**src/rtl/spike_rate_decoder.sv**
```systemverilog
// spike_rate_decoder: windowed spike-rate and last inter-spike-interval decoder with a valid/ready record output
module spike_rate_decoder #(
  parameter int WINDOW = 256,
  parameter int ISI_W  = 12
) (
  input  logic             clk,
  input  logic             rst_n,
  input  logic             en,
  input  logic             spike,
  output logic [7:0]       rate_out,
  output logic [ISI_W-1:0] isi_out,
  output logic             out_valid,
  input  logic             out_ready,
  output logic             overrun
);
  typedef enum logic {EMPTY, FULL} state_t;
  localparam logic [15:0] WLAST = 16'(WINDOW - 1);
  localparam logic [ISI_W-1:0] IMAX = '1;
  state_t state, state_nx;
  logic [15:0] wcnt;
  logic [7:0] scnt, scnt_nx;
  logic [ISI_W-1:0] icnt, icnt_inc, isi_last, isi_nx;
  logic seen, hit, close, load, drop;
  // Next-cycle values include the current cycle's spike so a close-cycle spike lands in the record
  always_comb begin
    hit = en && spike;
    close = en && wcnt == WLAST;
    icnt_inc = icnt == IMAX ? IMAX : icnt + 1'b1;
    scnt_nx = hit && scnt != 8'hff ? scnt + 8'd1 : scnt;
    isi_nx = hit && seen ? icnt_inc : isi_last;
  end
  always_ff @(posedge clk or negedge rst_n) begin
    if (!rst_n) begin
      wcnt <= '0;
      scnt <= '0;
      icnt <= '0;
      isi_last <= '0;
      seen <= 1'b0;
    end else if (en) begin
      wcnt <= close ? '0 : wcnt + 16'd1;
      scnt <= close ? '0 : scnt_nx;
      icnt <= hit ? '0 : icnt_inc;
      isi_last <= isi_nx;
      seen <= seen | spike;
    end
  end
  always_ff @(posedge clk or negedge rst_n) begin
    if (!rst_n) state <= EMPTY;
    else state <= state_nx;
  end
  always_comb state_nx = close ? FULL : (state == FULL && out_ready) ? EMPTY : state;
  always_comb begin
    out_valid = state == FULL;
    load = close && (state == EMPTY || out_ready);
    drop = close && state == FULL && !out_ready;
  end
  always_ff @(posedge clk or negedge rst_n) begin
    if (!rst_n) begin
      rate_out <= '0;
      isi_out <= '0;
      overrun <= 1'b0;
    end else begin
      if (load) begin
        rate_out <= scnt_nx;
        isi_out <= isi_nx;
      end
      if (drop) overrun <= 1'b1;
    end
  end
endmodule

```
**config.mk**
```make
export PLATFORM = sky130hd
export DESIGN_NAME = spike_rate_decoder
export DESIGN_NICKNAME = d
export VERILOG_FILES = /design/src/rtl/spike_rate_decoder.sv
export SDC_FILE = /design/constraint.sdc
export NUM_CORES = 1
export LEC_CHECK = 0
export CAP_MARGIN = 15
export CELL_PAD_IN_SITES_DETAIL_PLACEMENT = 0
export CELL_PAD_IN_SITES_GLOBAL_PLACEMENT = 1
export CORE_ASPECT_RATIO = 0.9
export CORE_MARGIN = 4
export CORE_UTILIZATION = 35
export DETAILED_ROUTE_END_ITERATION = 12
export GPL_ROUTABILITY_DRIVEN = 0
export PLACE_DENSITY_LB_ADDON = 0.1
export REMOVE_ABC_BUFFERS = 1
export SLEW_MARGIN = 10
export SYNTH_ARGS = -nofsm -noshare
export SYNTH_HDL_FRONTEND = slang
export SYNTH_SLANG_ARGS = --single-unit
```
**constraint.sdc**
```tcl
create_clock -name clk -period 2.5 [get_ports clk]
set_input_delay 0.625 -clock clk [delete_from_list [all_inputs] [get_ports clk]]
set_output_delay 0.625 -clock clk [all_outputs]
set_load 0.02 [all_outputs]
```
==> results.json <==
{
  "p_leak_nw": 1.877,
  "finalHoldViolations": 0,
  "fmax_ghz": 0.4616,
  "utilization_pct": 45.05,
  "gr-usage-met2_pct": 23.09,
  "drive_gt1_share_pct": 16.84,
  "post_cts_buffers": 0,
  "async_reset_ff_share_pct": 100.0,
  "slowest_stage": "or4_4",
  "finalSetupViolCount": 0,
  "dr.pass1.iters": 4,
  "cp-end-kind": "flip-flop",
  "netlist_area_um2": 3401,
  "cp.arrival_ns": 2.40,
  "synth-warning-count": 0,
  "cp_max_fo": 6,
  "die_y_um": 101.5,
  "min_path_type": "input pin to asynchronous set/reset pin",
  "ys_ff_latch": 71,
  "rsz0062_at_grt": "false",
  "slew_viol_final": 0,
  "grt_overflow": 0,
  "skew_ns": 0.005248,
  "grtUsageTotal_pct": 15.43,
  "p_sw_mw": 0.8168,
  "insertion_delay_ns": 0.35,
  "use_met1_pct": 21.99,
  "pwr-share-comb_pct": 13.5,
  "grt_use_met3_pct": 4.002,
  "numCtsBuffers": 9,
  "n_antenna_cell": 0,
  "top_usage_layer": "met2",
  "port-buffer-count": 26,
  "regArea_um2": 1777,
  "clockRootBuffer": "clkbuf_8",
  "fillers": 902,
  "finalCritPeriodShare_pct": 86.66,
  "critical_path_required_ns": 2.74,
  "p_int_mw": 2.042,
  "drt_iter0_drc": 139,
  "crit_path_start_kind": "flip-flop",
  "ctsLongestPathBuffers": 2,
  "status": "finished clean",
  "route.vias.total": 2686,
  "cts_tree": "done",
  "rows": 33,
  "multi_input_area_um2": 1511,
  "cts_resized": 0,
  "path_clk_slew_ns": 0.08,
  "die_area_um2": 11360,
  "grt_max_degree": 38,
  "antenna_found_initial": 0,
  "synth_edf_count": 0,
  "syn_avg_cell_area_um2": 10.37,
  "path_common_cell": "or4_4",
  "crit_path_cell_trace": "or4_4 > or4_4 > nor2_8 > mux2_2",
  "cts_hold_buf": 0,
  "wl_per_cell_um": 16.47,
  "dieWidth_um": 111.9,
  "fin_crit_ns": 2.166,
  "seq_area_frac_synth_pct": 52.24,
  "critPathKind": "flip-flop to flip-flop",
  "hpwl_um": 5873,
  "synth_cell_types": 45,
  "syn_to_final_growth_pct": 23.07,
  "htreeDepth": 3,
  "drt-total-wl_um": 8266,
  "pwr_density_cell_nw_per_um2": 683.1,
  "fin_nets": 383,
  "sw_frac_of_total_pct": 28.57,
  "antenna_left": 0,
  "cts.sinks": 71,
  "clockPowerShare_pct": 37.1,
  "seqPwrFrac_pct": 49.4,
  "start_util_pct": 36.61,
  "grt_pass1_wl_um": 13860,
  "peakVddDrop_mv": 0.3151,
  "max_cap_viol_count": 0,
  "cpPeakStageDelay_ns": 0.59,
  "core-area_um2": 9290,
  "synth_top_flop_cell": "dfrtp_1",
  "relSlewSlack_pct": 24.47,
  "pin_count": 27,
  "syn_inst": 328,
  "worstMarginPinSlew_ns": 1.131,
  "placedCellCount": 486,
  "grt_pass1_vias": 2636,
  "stdcell_count": 502,
  "drc": 0,
  "vias_per_cell": 5.351
}
==> power groups by stage <==
stage / Sequential, mW / Clock [mW] / Combinational (mW)
6_report: 1.41 / 1.06 / 0.387
5_1_grt: 1.43 / 1.14 / 0.451
4_1_cts: 1.41 / 1.10 / 0.393
3_5_place_dp: 1.43 / 0 / 0.390
3_3_place_gp: 1.43 / 0 / 0.383
2_1_floorplan: 1.39 / 0 / 0.263
==> sequential cells by signal, summed over array words and instances, names as in the netlist <==
signal and cells:
wcnt 16, icnt 12, isi_last 12, isi_out 12
rate_out 8, scnt 8, out_valid 1, overrun 1
seen 1
==> cells in the mapped netlist, types with 2 or more instances <==
master / instances / area (um^2)
a211oi_1: 2 / 15.01
a21o_1: 3 / 22.52
a21oi_1: 17 / 85.08
a22oi_1: 4 / 30.03
a311oi_1: 3 / 26.28
a31o_2: 3 / 26.28
a31oi_1: 6 / 37.54
and2_1: 2 / 12.51
and3_1: 12 / 75.07
and4_1: 10 / 87.58
buf_1: 2 / 7.510
clkbuf_1: 14 / 52.55
dfrtp_1: 71 / 1777
ha_1: 3 / 37.54
inv_1: 11 / 41.29
mux2_2: 11 / 123.9
mux2i_1: 4 / 40.04
nand2_1: 20 / 75.07
nand2b_1: 3 / 18.77
nand3_1: 9 / 45.04
nand4_1: 10 / 62.56
nor2_1: 25 / 93.84
nor3_1: 5 / 25.02
nor4_1: 2 / 12.51
o211ai_1: 5 / 37.54
o21ai_0: 27 / 135.1
o22a_1: 4 / 35.03
o31ai_1: 6 / 45.04
or3_1: 2 / 12.51
or4_4: 3 / 33.78
xnor2_1: 9 / 78.83
xor2_1: 7 / 61.31
==> final cells by class <==
type,count,area share [%]
clock buffers,10,3.288
clock inverters,6,2.212
inverters,11,0.9865
multi-input cells,229,36.11
flip-flops and latches,71,42.45
well taps,122,3.647
repair buffers,53,11.30
==> per-stage QoR <==
step | hold WS (ns) | area [um^2] | setup TNS, ns | setup WS, ns | power, mW
2_1_floorplan | 0.3294 | 3329 | 0 | 0.3747 | 1.656
3_3_place_gp | 0.4497 | 3955 | -0.09079 | -0.02696 | 1.811
3_5_place_dp | 0.4477 | 3955 | -0.4918 | -0.04904 | 1.819
4_1_cts | 0.2543 | 4185 | 0 | 0.3187 | 2.898
5_1_grt | 0.2687 | 4185 | 0 | 0.1922 | 3.021
6_report | 0.2480 | 4185 | 0 | 0.3336 | 2.859
==> cell families after synthesis <==
logic type                 count (synthesis)  synth area share [%]
adders and majority gates                  3                 1.104
xor gates and xnor gates                  16                 4.121
buffers and inverters                     28                 3.311
muxes                                     15                 4.820
DFF                                       71                 52.24
AOI/OAI and AO/OA                         87                 16.23
and+or+nand+nor                          108                 18.17
==> final timing paths <==
check / from / end / slack (ns) / cells past startpoint
setup / recovery: wcnt[12] / isi_out[4] / 0.33 / 4
hold / removal: rst_n / isi_last[8] / 0.25 / 1
setup reg to reg: wcnt[12] / isi_out[4] / 0.33 / 4
hold reg to reg: overrun / overrun / 0.46 / 1
max in group asynchronous: rst_n / wcnt[8] / 1.69 / 2
min in group clk: overrun / overrun / 0.46 / 1
==> layout by cell type, fill, tap and decap left out, types with 10 or more instances in the layout <==
cell	netlist	routed
dfrtp_1	71	71
o21ai_0	27	27
buf_4	0	27
nor2_1	25	25
clkdlybuf4s50_1	0	25
nand2_1	20	20
a21oi_1	17	17
and3_1	12	12
inv_1	11	11
mux2_2	11	11
and4_1	10	10
nand4_1	10	10
clkbuf_8	0	10
==> critical path: cells and delay by family, from the launching register on <==
kind,cells,cell delay [ns]
multiplexers,1,0.35
AND/OR/NAND/NOR,3,1.29
flip-flops,1,0.42
==> metal layers <==
metal / vias to the layer above / routed length, um
met5: - / 0
met1: 1313 / 4176
li1: 1303 / -
met3: 8 / 377
met4: 0 / 75
met2: 62 / 3637
Power figures use the tool's default switching activity.
